$ cat config.mk
export PLATFORM = sky130hd
export DESIGN_NAME = clk_div_prog_flat
export DESIGN_NICKNAME = d
export VERILOG_FILES = /design/src/rtl/clk_div_prog_if.sv /design/src/rtl/clk_div_prog.sv /design/src/flat_wrapper.sv
export SDC_FILE = /design/constraint.sdc
export NUM_CORES = 1
export LEC_CHECK = 0
export BUFFER_PORTS_ARGS = -buffer_cell sky130_fd_sc_hd__buf_2
export CAP_MARGIN = 30
export CORE_UTILIZATION = 62
export CTS_CLUSTER_SIZE = 8
export DETAILED_ROUTE_END_ITERATION = 8
export GPL_ROUTABILITY_DRIVEN = 0
export PLACE_DENSITY_LB_ADDON = 0.05
export SLEW_MARGIN = 20
export SYNTH_ARGS = -nofsm -noshare
export SYNTH_HDL_FRONTEND = slang
export SYNTH_SLANG_ARGS = --single-unit
$ cat constraint.sdc
create_clock -name clk -period 4 [get_ports clk]
set_input_delay 0.2 -clock clk [delete_from_list [all_inputs] [get_ports clk]]
set_output_delay 0.2 -clock clk [all_outputs]
set_load 0.01 [all_outputs]
$ cat src/rtl/clk_div_prog_if.sv
// Control and status bundle for the programmable clock divider.
// The master drives run/reload controls; the slave (divider) returns the divided clock and status.
interface clk_div_prog_if #(
  parameter int DIV_W = 8
);
  logic             en;
  logic             load;
  logic [DIV_W-1:0] div_val;
  logic             clk_out;
  logic             tick;
  logic [DIV_W-1:0] div_cur;

  modport master (
    output en, load, div_val,
    input  clk_out, tick, div_cur
  );

  modport slave (
    input  en, load, div_val,
    output clk_out, tick, div_cur
  );
endinterface

$ cat src/rtl/clk_div_prog.sv
// Runtime-programmable integer clock divider with glitch-free divisor reload at period wrap.
// Optional macro CLK_DIV_ODD_DUTY50_EN adds a negedge stage giving exact 50% duty for odd divisors.
module clk_div_prog #(
  parameter int DIV_W       = 8,
  parameter int DEFAULT_DIV = 4
) (
  input  logic           clk,
  input  logic           rst_n,
  clk_div_prog_if.slave  bus
);
  localparam logic [DIV_W-1:0] DEF_DIV = DIV_W'(DEFAULT_DIV);
  localparam logic [DIV_W-1:0] DIV_MIN = DIV_W'(2);
  localparam logic [DIV_W-1:0] ONE     = DIV_W'(1);

  logic [DIV_W-1:0] cur_div;
  logic [DIV_W-1:0] pend_div;
  logic             pend_vld;
  logic [DIV_W-1:0] cnt;
  logic             clk_out_reg;
  logic             tick_reg;

  logic [DIV_W-1:0] div_clamp;
  logic [DIV_W-1:0] div_idle;
  logic [DIV_W-1:0] half;
  logic [DIV_W-1:0] cnt_inc;
  logic             wrap;

  always_comb begin
    div_clamp = (bus.div_val < DIV_MIN) ? DIV_MIN : bus.div_val;
    // While stopped, any new divisor is adopted at once so re-enable wraps on the first edge.
    div_idle  = bus.load ? div_clamp : (pend_vld ? pend_div : cur_div);
    half      = cur_div >> 1;
    cnt_inc   = cnt + ONE;
    wrap      = (cnt == cur_div - ONE);
  end

  always_ff @(posedge clk or negedge rst_n) begin
    if (!rst_n) begin
      cur_div     <= DEF_DIV;
      pend_div    <= DEF_DIV;
      pend_vld    <= 1'b0;
      cnt         <= DEF_DIV - ONE;
      clk_out_reg <= 1'b0;
      tick_reg    <= 1'b0;
    end else if (!bus.en) begin
      cur_div     <= div_idle;
      pend_vld    <= 1'b0;
      cnt         <= div_idle - ONE;
      clk_out_reg <= 1'b0;
      tick_reg    <= 1'b0;
    end else if (wrap) begin
      cnt         <= '0;
      clk_out_reg <= 1'b1;
      tick_reg    <= 1'b1;
      pend_vld    <= 1'b0;
      if (bus.load) begin
        cur_div <= div_clamp;
      end else if (pend_vld) begin
        cur_div <= pend_div;
      end
    end else begin
      cnt         <= cnt_inc;
      clk_out_reg <= (cnt_inc < half);
      tick_reg    <= 1'b0;
      if (bus.load) begin
        pend_div <= div_clamp;
        pend_vld <= 1'b1;
      end
    end
  end

`ifdef CLK_DIV_ODD_DUTY50_EN
  logic clk_out_n;

  // Half-cycle delayed copy stretches the high phase by 0.5 cycle for odd divisors.
  always_ff @(negedge clk or negedge rst_n) begin
    if (!rst_n) begin
      clk_out_n <= 1'b0;
    end else begin
      clk_out_n <= clk_out_reg;
    end
  end

  assign bus.clk_out = cur_div[0] ? (clk_out_reg | clk_out_n) : clk_out_reg;
`else
  assign bus.clk_out = clk_out_reg;
`endif

  assign bus.tick    = tick_reg;
  assign bus.div_cur = cur_div;
endmodule

$ cat src/flat_wrapper.sv
// flat-port wrapper written by rule: the top's interface ports become plain ports
module clk_div_prog_flat 
#(
  parameter int DIV_W       = 8,
  parameter int DEFAULT_DIV = 4
)
  (clk, rst_n, bus_en, bus_load, bus_div_val, bus_clk_out, bus_tick, bus_div_cur);
  clk_div_prog_if #(.DIV_W(DIV_W)) bus_i ();
  input  logic clk;
  input  logic rst_n;
  input wire logic [$bits(bus_i.en)-1:0] bus_en;
  input wire logic [$bits(bus_i.load)-1:0] bus_load;
  input wire logic [$bits(bus_i.div_val)-1:0] bus_div_val;
  output wire logic [$bits(bus_i.clk_out)-1:0] bus_clk_out;
  output wire logic [$bits(bus_i.tick)-1:0] bus_tick;
  output wire logic [$bits(bus_i.div_cur)-1:0] bus_div_cur;
  assign bus_i.en = bus_en;
  assign bus_i.load = bus_load;
  assign bus_i.div_val = bus_div_val;
  assign bus_clk_out = bus_i.clk_out;
  assign bus_tick = bus_i.tick;
  assign bus_div_cur = bus_i.div_cur;
  clk_div_prog #(.DIV_W(DIV_W), .DEFAULT_DIV(DEFAULT_DIV)) u_core (.clk(clk), .rst_n(rst_n), .bus(bus_i));
endmodule
==> flow_metrics.tcl <==
set metrics [dict create \
    worst-setup-path-type "reg -> reg" \
    fin_util_pct 71.01 \
    power_uw 956.4 \
    crit_path_start_kind "flip-flop" \
    r2r-start "u_core.bus.div_cur[0]" \
    synthFlopType "dfrtp_1" \
    setup_tns_ns 0 \
    vias 1528 \
    routed_wl_um 4036 \
    die-area_um2 3226 \
    holdPathStages 2 \
    clock_skew_ns 0.002963 \
    netlist_instances 197 \
    internal_power_uw 565.3 \
    clk_pin_slew_ns 0.16 \
    initial_core_util_pct 66.37 \
    fmax_ghz 0.3659 \
    cp-end-kind "flip-flop" \
    insertion_delay_ns 0.35 \
    clockPowerShare_pct 13.7 \
    dp_hpwl_um 3020 \
    setup_viol 0 \
    violations "DRC" \
    ant_nets 0 \
    ios 22 \
    antenna_found_initial 0 \
    synth_warnings 0 \
    grt_max_degree 28 \
    avgViaCountPerCell 6.262 \
    final_layout_size_suffix_gt1_share_pct 20.19 \
    slew_headroom_pct 58.85 \
    crit_arrival_ns 2.98 \
    synth_nets 218 \
    diodes 0 \
    p_leak_uw 0.0008809 \
    required_ns 4.25 \
    cts-root-buf "clkbuf_4" \
    ctsHoldBuffers 1 \
    worst_path_largest_cell_delay_ns 0.54 \
    cts_tree "built" \
    hold_slack_ns 0.1026 \
    synth.distinct_cells 42 \
    p_comb_share_pct 41.9 \
    min_from "bus_div_val[3]" \
    power.switching_uw 391.0 \
    r2r_slack_ns 1.27 \
    pwr-share-seq_pct 44.4 \
    rsz0062_at_grt "no" \
    hold_viol_final 0 \
    min_to "u_core.pend_div[3]" \
    ctsResizeCount 0 \
    status "complete, but fails checks" \
    power_density_nw_per_um2 480.1 \
    grt_overflow 0 \
    area_delta_synth_final_pct 6.989 \
    grt_pass1_vias 1473 \
    min_path_type "in -> reg" \
    die_h_um 56.80 \
    cts_setup_buffers 0 \
    htreeDepth 1 \
    worst_slew_pin_slew_ns 0.6173 \
    fin_nets 235 \
    syn_avg_cell_area_um2 9.451 \
    cts_buffer_depth 2 \
    numCtsBuffers 3 \
    drt_iter0_drc 88 \
    firstDrtPassIters 6 \
    ys_seq_area_share_pct 36.56 \
    drv_slew 0 \
    clkSinkCount 27 \
    routedWlPerCell_um 16.54 \
    netlist_area_um2 1862 \
    synth_edf_count 0 \
    slowest_stage "a2111o_1" \
    dieWidth_um 56.80 \
    min_period_over_period_pct 68.32 \
    grt.total_usage_pct 28.21 \
    fill_cells 215 \
    timing.rr.end "u_core.pend_div[4]" \
    async_reset_ff_share_pct 100.0 \
    port_buffers 21 \
    swShare_pct 40.89 \
    min_period_ns 2.733 \
    grt_pass1_wl_um 6989 \
    critPathMaxFanout 8 \
    path_cells "inv_1 -> ha_1 -> or3b_1 -> nor3_2 -> xnor2_1 -> a2111o_1 -> nand3_4 -> mux2_2" \
    peakVddDrop_mv 0.2558 \
    cap_violations 0 \
    mostFrequentLayoutCell "dfrtp_1" \
    drc 2 \
    num_rows 19 \
    layout_common_cells "23 x dfrtp_1, 21 x buf_2, 14 x nor2_1" \
    ys_ff_latch 27 \
    placeableCoreArea_um2 2805 \
    reg2reg_depth 8 \
]
## layout make-up
type | instances | area [µm²] | share of cell area, %
clock inverters | 1 | 7.507 | 0.3769
inverters | 10 | 37.54 | 1.884
flip-flops and latches | 27 | 680.7 | 34.17
repair buffers | 22 | 115.1 | 5.779
well taps | 31 | 38.79 | 1.947
clock buffers | 3 | 22.52 | 1.131
multi-input cells | 150 | 1090 | 54.71
## worst max-delay path: cells and delay by family, from the launching register on
family                   cells  cell delay (ns)
AO/OA/AOI/OAI                1             0.54
buffers and inverters        1             0.13
XOR/XNOR                     1             0.10
flip-flops                   1             0.48
AND/OR/NAND/NOR              3             0.78
multiplexers                 1             0.36
adder cells (fa/ha/maj)      1             0.24
## synth_stat cells (2+ instances only)
| cell | number | area share [%] |
|---|---|---|
| dfrtp_1 | 23 | 31 |
| nor2_1 | 14 | 2.8 |
| nand2_1 | 13 | 2.6 |
| xnor2_1 | 13 | 6.1 |
| o21ai_0 | 12 | 3.2 |
| mux2i_1 | 11 | 5.9 |
| inv_1 | 10 | 2.0 |
| mux2_2 | 10 | 6.0 |
| ha_1 | 9 | 6.0 |
| a21oi_1 | 8 | 2.2 |
| nand3_1 | 8 | 2.2 |
| xor2_1 | 8 | 3.8 |
| clkbuf_1 | 7 | 1.4 |
| o22ai_1 | 5 | 1.7 |
| a211oi_1 | 4 | 1.6 |
| dfstp_2 | 4 | 5.6 |
| nor3_1 | 4 | 1.1 |
| a2bb2oi_1 | 3 | 1.4 |
| and2_1 | 3 | 1.0 |
| buf_6 | 2 | 1.2 |
| nand2b_1 | 2 | 0.67 |
| nand4_1 | 2 | 0.67 |
| nor2b_1 | 2 | 0.67 |
| nor4_1 | 2 | 0.67 |
## worst max-delay path by stage
stage / slack (ns) / startpoint / to / cells after the start
after global placement: 1.42 / u_core.bus.div_cur[0] / u_core.pend_div[6] / 8
after global routing: 1.12 / u_core.bus.div_cur[0] / u_core.pend_div[7] / 8
after detailed placement: 1.30 / u_core.bus.div_cur[0] / u_core.pend_div[7] / 8
after CTS: 1.28 / u_core.bus.div_cur[0] / u_core.pend_div[4] / 8
final: 1.27 / u_core.bus.div_cur[0] / u_core.pend_div[4] / 8
after floorplan: 1.54 / u_core.bus.div_cur[0] / u_core.pend_div[1] / 9
## per-layer routing
layer / vias up / part of all wire, % / GRT usage [%]
li1: 731 / - / -
met3: 10 / 5.4 / 2.535
met1: 734 / 45 / 39.70
met2: 53 / 47 / 44.73
met5: - / 0 / 0
met4: 0 / 2.4 / 11.85
## logic make-up after synthesis
logic type	count (synthesis)	share of synthesized area, %
AO/OA/AOI/OAI	41	14.18
XOR/XNOR	21	9.879
adder cells (fa/ha/maj)	9	6.048
buffers and inverters	20	4.906
flip-flops	27	36.56
multiplexers	21	11.96
AND/OR/NAND/NOR	58	16.47
## per-stage QoR
stage	std cells	setup WS [ns]	instance area (µm²)
3_3_place_gp	239	1.424	1952
5_1_grt	244	1.118	1992
3_5_place_dp	239	1.302	1952
2_1_floorplan	197	1.537	1862
4_1_cts	244	1.275	1992
6_report	244	1.267	1992
## power groups by stage
| stage | Sequential, µW | Combinational (µW) | Clock, µW |
|---|---|---|---|
| floorplan | 398 | 319 | 0 |
| global placement | 424 | 381 | 0 |
| detailed placement | 429 | 392 | 0 |
| CTS | 423 | 397 | 132 |
| global route | 434 | 455 | 141 |
| finish | 425 | 400 | 131 |
No activity file was read; power rests on OpenSTA's default activity.
